[config.mk]
export PLATFORM = sky130hd
export DESIGN_NAME = pendulum_angle_encoder
export DESIGN_NICKNAME = d
export VERILOG_FILES = /design/src/rtl/pendulum_pkg.sv /design/src/rtl/enc_pin_filter.sv /design/src/rtl/pendulum_angle_encoder.sv
export SDC_FILE = /design/constraint.sdc
export NUM_CORES = 1
export LEC_CHECK = 0
export CORE_UTILIZATION = 60
export CTS_CLUSTER_DIAMETER = 30
export CTS_CLUSTER_SIZE = 20
export DETAILED_ROUTE_END_ITERATION = 12
export GPL_ROUTABILITY_DRIVEN = 0
export PLACE_DENSITY = 0.83
export SYNTH_ARGS = -nofsm -noshare
export SYNTH_HDL_FRONTEND = slang
export SYNTH_SLANG_ARGS = --single-unit
[constraint.sdc]
create_clock -name clk -period 7.95 [get_ports clk]
set_input_delay 2.385 -clock clk [delete_from_list [all_inputs] [get_ports clk]]
set_output_delay 2.385 -clock clk [all_outputs]
set_load 0.1 [all_outputs]
[src/rtl/pendulum_pkg.sv]
// Shared definitions for the pendulum encoder front end and its consumers.
package pendulum_pkg;

  // Tracking states of the angle encoder.
  typedef enum logic [1:0] {
    UNCAL = 2'd0,
    TRACK = 2'd1,
    FAULT = 2'd2
  } enc_state_t;

  // Upright pendulum position; the balance controller regulates toward this.
  localparam logic [7:0] TARGET_ANGLE = 8'h80;

  // Result of comparing the previous and current filtered {A,B} pair.
  typedef enum logic [1:0] {
    STEP_NONE    = 2'd0,
    STEP_INC     = 2'd1,
    STEP_DEC     = 2'd2,
    STEP_ILLEGAL = 2'd3
  } step_t;

  // 4x quadrature decode. Increment order is 00 -> 10 -> 11 -> 01 -> 00,
  // so the increment successor of {a,b} is {~b,a}.
  function automatic step_t decode_step(input logic [1:0] prev,
                                        input logic [1:0] curr);
    step_t s;
    if (prev == curr) begin
      s = STEP_NONE;
    end else if ((prev ^ curr) == 2'b11) begin
      s = STEP_ILLEGAL;
    end else if (curr == {~prev[0], prev[1]}) begin
      s = STEP_INC;
    end else begin
      s = STEP_DEC;
    end
    return s;
  endfunction

endpackage

[src/rtl/enc_pin_filter.sv]
// Two-flop synchroniser followed by a consecutive-mismatch glitch filter
// for one raw encoder pin.
module enc_pin_filter #(
  parameter int FILTER_CYCLES = 4
) (
  input  logic clk,
  input  logic reset_n,
  input  logic pin,
  output logic filt
);

  // Counter value at which a persistent mismatch is accepted.
  localparam logic [3:0] CNT_LAST = 4'(FILTER_CYCLES - 1);

  logic       s1;
  logic       s2;
  logic [3:0] cnt;

  // Bring the asynchronous pin into the clk domain.
  always_ff @(posedge clk or negedge reset_n) begin
    if (!reset_n) begin
      s1 <= 1'b0;
      s2 <= 1'b0;
    end else begin
      s1 <= pin;
      s2 <= s1;
    end
  end

  // Accept a new level only after it has disagreed with filt long enough.
  always_ff @(posedge clk or negedge reset_n) begin
    if (!reset_n) begin
      filt <= 1'b0;
      cnt  <= 4'd0;
    end else if (s2 == filt) begin
      cnt <= 4'd0;
    end else if (cnt == CNT_LAST) begin
      filt <= s2;
      cnt  <= 4'd0;
    end else begin
      cnt <= cnt + 4'd1;
    end
  end

endmodule

[src/rtl/pendulum_angle_encoder.sv]
// Quadrature encoder front end: filters A/B/index, decodes 4x into an
// up/down angle count, recalibrates on index and flags illegal transitions.
module pendulum_angle_encoder
  import pendulum_pkg::*;
#(
  parameter int                     ANGLE_WIDTH   = 8,
  parameter int                     FILTER_CYCLES = 4,
  parameter logic [ANGLE_WIDTH-1:0] INDEX_VALUE   = ANGLE_WIDTH'(TARGET_ANGLE)
) (
  input  logic                   clk,
  input  logic                   reset_n,
  input  logic                   enc_a,
  input  logic                   enc_b,
  input  logic                   enc_index,
  output logic [ANGLE_WIDTH-1:0] angle,
  output logic                   angle_valid,
  output logic                   calibrated,
  output logic                   fault,
  output logic                   direction
);

  // Bit 0 = A, bit 1 = B, bit 2 = index.
  logic [2:0] pins;
  logic [2:0] filt;

  assign pins = {enc_index, enc_b, enc_a};

  generate
    for (genvar gi = 0; gi < 3; gi++) begin : g_pin
      enc_pin_filter #(
        .FILTER_CYCLES(FILTER_CYCLES)
      ) u_filter (
        .clk    (clk),
        .reset_n(reset_n),
        .pin    (pins[gi]),
        .filt   (filt[gi])
      );
    end
  endgenerate

  logic [1:0]             prev;
  logic                   index_prev;
  enc_state_t             state;
  enc_state_t             state_next;
  logic [ANGLE_WIDTH-1:0] angle_next;
  logic                   valid_next;
  logic                   direction_next;
  step_t                  step;
  logic                   index_rise;

  assign step       = decode_step(prev, {filt[0], filt[1]});
  assign index_rise = filt[2] & ~index_prev;

  // State, count and edge-detect history registers.
  always_ff @(posedge clk or negedge reset_n) begin
    if (!reset_n) begin
      prev        <= 2'b00;
      index_prev  <= 1'b0;
      state       <= UNCAL;
      angle       <= INDEX_VALUE;
      angle_valid <= 1'b0;
      direction   <= 1'b0;
    end else begin
      prev        <= {filt[0], filt[1]};
      index_prev  <= filt[2];
      state       <= state_next;
      angle       <= angle_next;
      angle_valid <= valid_next;
      direction   <= direction_next;
    end
  end

  // Next state and count; an index edge overrides any step in the same cycle.
  always_comb begin
    state_next     = state;
    angle_next     = angle;
    valid_next     = 1'b0;
    direction_next = direction;
    if (index_rise) begin
      state_next = TRACK;
      angle_next = INDEX_VALUE;
      valid_next = 1'b1;
    end else begin
      case (state)
        UNCAL, TRACK: begin
          if (step == STEP_INC) begin
            angle_next     = angle + ANGLE_WIDTH'(1);
            direction_next = 1'b1;
            valid_next     = (state == TRACK);
          end else if (step == STEP_DEC) begin
            angle_next     = angle - ANGLE_WIDTH'(1);
            direction_next = 1'b0;
            valid_next     = (state == TRACK);
          end else if (step == STEP_ILLEGAL && state == TRACK) begin
            state_next = FAULT;
          end
        end
        FAULT: begin
          state_next = FAULT;
        end
        default: begin
          state_next = UNCAL;
        end
      endcase
    end
  end

  assign calibrated = (state == TRACK);
  assign fault      = (state == FAULT);

endmodule

==> results_dict.tcl <==
set metrics [dict create \
    synth_edf_count 0 \
    die_area_um2 3116 \
    min_period_ns 4.601 \
    port_buffers 16 \
    start_util 0.6302 \
    cp_data_arrival_time_ns 2.22 \
    dp_hpwl_um 2257 \
    grt_pass1_vias 1287 \
    io-pin-count 17 \
    startpoint_type "register" \
    synth_top_area_share 0.5040 \
    critPathMaxFanout 8 \
    crit_required_ns 5.57 \
    dp_slack_ns 3.735 \
    num_vias 1231 \
    gr-usage-met1 0.2839 \
    cpPeakStageDelay_ns 1.12 \
    clk_pin_slew_worst_paths_ns 0.11 \
    met3_usage 0.05814 \
    die_h_um 55.82 \
    grt_max_degree 37 \
    cts_sinks 36 \
    wl_um 3147 \
    area_growth_pct 15.19 \
    syn_area_um2 1738 \
    status "complete, no violations" \
    slew_headroom 0.3500 \
    crit_path_cell_trace "nand2b_1, inv_1, clkdlybuf4s50_1" \
    rsz0062_at_grt "no" \
    path_class "reg2out" \
    layout_setup_ws_ns 3.349 \
    ys_top_cells_by_count "dfrtp_1, o21ai_0, ha_1, nor2_1, nand2_1" \
    rows 19 \
    ys_types 33 \
    drc 0 \
    timing.fmax_mhz 217.4 \
    tritoncts "yes" \
    drive_gt1_frac 0.09290 \
    synth.area.top_cells "dfrtp_1, ha_1, o21ai_0" \
    avgSynthCellArea_um2 10.86 \
    hold_path_class "reg2reg" \
    ys_seq_area_frac 0.5191 \
    yosysTopAreaCell "dfrtp_1" \
    htree_levels 2 \
    drt-wirelength-per-cell_um 14.71 \
    clock_latency_ns 0.35 \
    synth-seq-cells 36 \
    finalCritPeriodShare 0.5787 \
    yosys_warnings 0 \
    drv_slew 0 \
    via_per_inst 5.752 \
    cts_made_buffers 5 \
    worstMarginPinSlew_ns 0.9719 \
    synth-main-ff-cell "dfrtp_1" \
    post_cts_buffers 0 \
    cts-root-buf "clkbuf_4" \
    hold_viol 0 \
    antenna_found_initial 0 \
    num_antenna_cells 0 \
    worst-path-buf-inv 2 \
    synth_nets 177 \
    grt-ovfl-total 0 \
    post_cts_resized 0 \
    synth.most_common_cell "dfrtp_1" \
    setup_viol 0 \
    slowest_stage "clkdlybuf4s50_1" \
    cp_top_family "buffers and inverters" \
    firstDrtPassIters 4 \
    drt_iter0_drc 53 \
    ctsHoldBuffers 0 \
    use_met2 0.4010 \
    clockBufferDepth 2 \
    core-area_um2 2758 \
    syn_inst 160 \
    finalNetCount 199 \
    top_usage_layer "met2" \
    end_kind "output port" \
    ys_async_sr_fraction 1.000 \
    fin_skew_ns 0.008794 \
    cap_violations 0 \
    die_w_um 55.82 \
    ant_nets 0 \
    grt_pass1_wl_um 5609 \
    track_usage 0.2364 \
    setup_tns_ns 0 \
]
-- path summary, 6_finish.rpt --
check	start	to	slack, ns	depth (start not counted)
worst max-delay path	state[1]$_DFFE_PN0P_	calibrated	3.35	3
worst min-delay path	g_pin[2].u_filter.s1$_DFF_PN0_	g_pin[2].u_filter.s2$_DFF_PN0_	0.36	0
worst max register to register	g_pin[0].u_filter.filt$_DFFE_PN0P_	angle[7]$_DFFE_PN1P_	4.62	12
worst min register to register	g_pin[2].u_filter.s1$_DFF_PN0_	g_pin[2].u_filter.s2$_DFF_PN0_	0.36	0
max in group asynchronous	reset_n	angle[7]$_DFFE_PN1P_	5.19	2
min in group asynchronous	reset_n	angle[4]$_DFFE_PN0P_	2.43	2
-- registers in the layout (all words and copies together) (netlist names) --
name	cells
g_pin.u_filter.filt	3
g_pin.u_filter.cnt	12
index_prev	1
prev	2
direction	1
g_pin.u_filter.s1	3
angle_valid	1
angle	8
state	2
g_pin.u_filter.s2	3
-- layout by cell type (no fill, tap or decap), drive strengths merged, types with 3 or more instances in the layout --
master and n:
clkdlybuf4s50 16, inv 9, nor2b 8, nand2 10, xnor2 4, xor2 5, nor3b 4, clkbuf 6
nor3 5, nand2b 5, o21ai 14, nand3b 3, mux2 4, a21oi 9, a211oi 3, nand3 3
dfrtp 35, nor2 11, ha 11
-- cells by family (layout without fill, tap and decap cells) --
logic type,Yosys count,count (layout),synth area share
compound gates,34,34,0.1209
xor+xnor,9,9,0.04535
fa+ha+maj,12,12,0.09071
buf+inv,10,33,0.02160
flops,36,36,0.5191
mux,6,6,0.03744
simple gates,53,53,0.1649
-- metal layers --
layer,up-vias,wire length [um]
li1,598,-
met1,604,1408
met2,21,1585
met3,8,85
met4,0,68
met5,-,0
-- worst reg2reg max path: stages (launching register included) --
cell and delay [ns]:
dfrtp_1 0.50, nor2b_1 0.21, a21oi_1 0.06, o21ai_0 0.27
inv_1 0.09, ha_1 0.27, inv_1 0.25, ha_1 0.33
o21ai_0 0.31, o31ai_1 0.15, a211oi_1 0.32, mux2i_1 0.29
mux2i_1 0.22
-- per-stage QoR --
stage	hold slack, ns	util	cells	area (um^2)
after floorplan	0.3312	-	160	1738
after global placement	0.3327	0.7024	206	1937
after detailed placement	0.3347	0.7024	206	1937
after CTS	0.3597	0.7260	214	2002
after global routing	0.3688	0.7260	214	2002
final	0.3558	0.7260	214	2002
-- area by class of cell --
cell class,count,area [um^2]
inverter,8,30.03
multi-input combinational,114,798.3
tap,31,38.79
clock buffer,6,51.30
sequential,36,902.1
clock inverter,2,13.76
timing repair buffer,17,167.7
fill,202,755.7
Power is not shown: default switching activity piles up to over one toggle a cycle in this logic, so the estimate is an artifact.
==> RTL edit (same settings) <==
Register the output `fault`, without a reset; this adds one clock of latency there. The other outputs are not delayed to match.
--- a/src/rtl/pendulum_angle_encoder.sv
+++ b/src/rtl/pendulum_angle_encoder.sv
@@ -106,7 +106,9 @@
   end
 
   assign calibrated = (state == TRACK);
-  assign fault      = (state == FAULT);
+  always_ff @(posedge clk) begin
+    fault <= (state == FAULT);
+  end
 
 endmodule
 
Formal check against the unedited RTL: not equivalent (a bounded check fails within 10 cycles, from zero or initial values and one cycle with reset_n low).
==> RTL edit against the unedited design <==
Final area up 1.0%; die area up 1.1%; sequential cell count up 1; area after synthesis up 1.2%; routed wire length down 3.6%; count of clock-buffer cells in the layout unchanged; register-to-register slack better by 0.11 ns; hold slack better by 0.0049 ns; worst setup slack better by 0.0047 ns; first-iteration DRC count up 13%; non-clock buffer count unchanged.
Power is left out: the tool's default activity adds up to more than one toggle a clock period on the data nets, which glitch-free logic cannot reach.
==> RTL edit: results (changes against the unedited design) <==
critPathMaxFanout: 8  # unchanged
rr_worst_depth: 12  # unchanged
grt_use_met2_pct: 35.9  # -4.2 points
cts_resized: 0  # unchanged
grt_first_pass_wirelength_mm: 5.42  # -3.3%
clock_path_buffers: 2  # unchanged
nets: 200  # +0.50%
clock_latency_ns: 0.35  # about the same
fin_skew_ns: 0.00905  # +0.000259 ns
grt_pass1_vias: 1270  # -1.3%
drive_gt1_share_pct: 9.24  # -0.050 points
synth_edf_count: 0  # unchanged
cts.htree.levels: 2  # unchanged
outcome: "finished clean"
crit_end: "calibrated"
max-slew-margin-rel_pct: 35.3  # +0.35 points
drt-pass1-iter-count: 4  # unchanged
met3_usage_pct: 6.05  # +0.23 points
synth_fp_nets: 178  # +0.56%
grt_use_met1_pct: 28.3  # -0.13 points
min_from: "g_pin[0].u_filter.s1"
cts.clk_slew.worst_paths_ns: 0.11  # about the same
ys_types: 34  # +3.0%
synth-async-reset-ratio_pct: 97.3  # -2.7 points
yosysWarnings: 0  # unchanged
dpl.hpwl_mm: 2.15  # -4.7%
avgViaCountPerCell: 5.74  # -0.22%
grt_use_total_pct: 22.9  # -0.72 points
cts-root-buf: "clkbuf_4"
synth.area.top_cells: "dfrtp_1 50%, ha_1 7.8%, o21ai_0 3.7%, a21oi_1 2.6%, mux2_2 2.6%"
min_to: "g_pin[0].u_filter.s2"
drt_iter0_markers: 60  # +13%
r2r_slack_ns: 4.73  # +0.11 ns
fillers: 203  # +0.50%
synth_seq_area_share_pct: 52.5  # +0.55 points
routedWlPerCell_um: 14.1  # -4.0%
## RTL edit: changes by cell type after synthesis
cell	unedited run	this run
dfxtp_1	0	1
## RTL edit: logic make-up after synthesis
group           after synthesis  synth area share (%)
xor+xnor                      9                  4.48
fa+ha+maj                    12                  8.97
compound gates               34                  12.0
simple gates                 53                  16.3
mux                           6                  3.70
flops                        37                  52.5
buf+inv                      10                  2.14
## RTL edit: metrics by stage
| step | setup slack (ns) | std cells | util (%) | hold WS [ns] | instance area [µm²] |
|---|---|---|---|---|---|
| 2_1_floorplan | 4.37 | 161 | - | 0.331 | 1760 |
| 3_3_place_gp | 3.76 | 207 | 71.0 | 0.333 | 1960 |
| 3_5_place_dp | 3.75 | 207 | 71.0 | 0.336 | 1960 |
| 4_1_cts | 3.34 | 215 | 73.3 | 0.362 | 2020 |
| 5_1_grt | 3.25 | 215 | 73.3 | 0.367 | 2020 |
| 6_report | 3.35 | 215 | 73.3 | 0.361 | 2020 |
## RTL edit: worst register-to-register path, cell delays in order (launching register included)
cell,delay (ns)
dfrtp_1,0.49
nor2b_1,0.18
a21oi_1,0.07
o21ai_0,0.25
inv_1,0.08
ha_1,0.26
inv_1,0.25
ha_1,0.34
o21ai_0,0.28
o31ai_1,0.12
a211oi_1,0.34
mux2i_1,0.28
mux2i_1,0.22
## RTL edit: per-layer routing
layer / up-vias / wire [µm]
met5: - / 0
met4: 0 / 58
met3: 6 / 118
met2: 19 / 1470
met1: 609 / 1390
li1: 600 / -
## RTL edit: cell type report
cell class              count  area [µm²]  share of cell area, %
flip-flops and latches     37         922                   45.6
well taps                  31        38.8                   1.92
clock inverters             2        13.8                  0.681
inverters                   8        30.0                   1.49
clock buffers               6        51.3                   2.54
repair buffers             17         168                   8.29
multi-input cells         114         798                   39.5
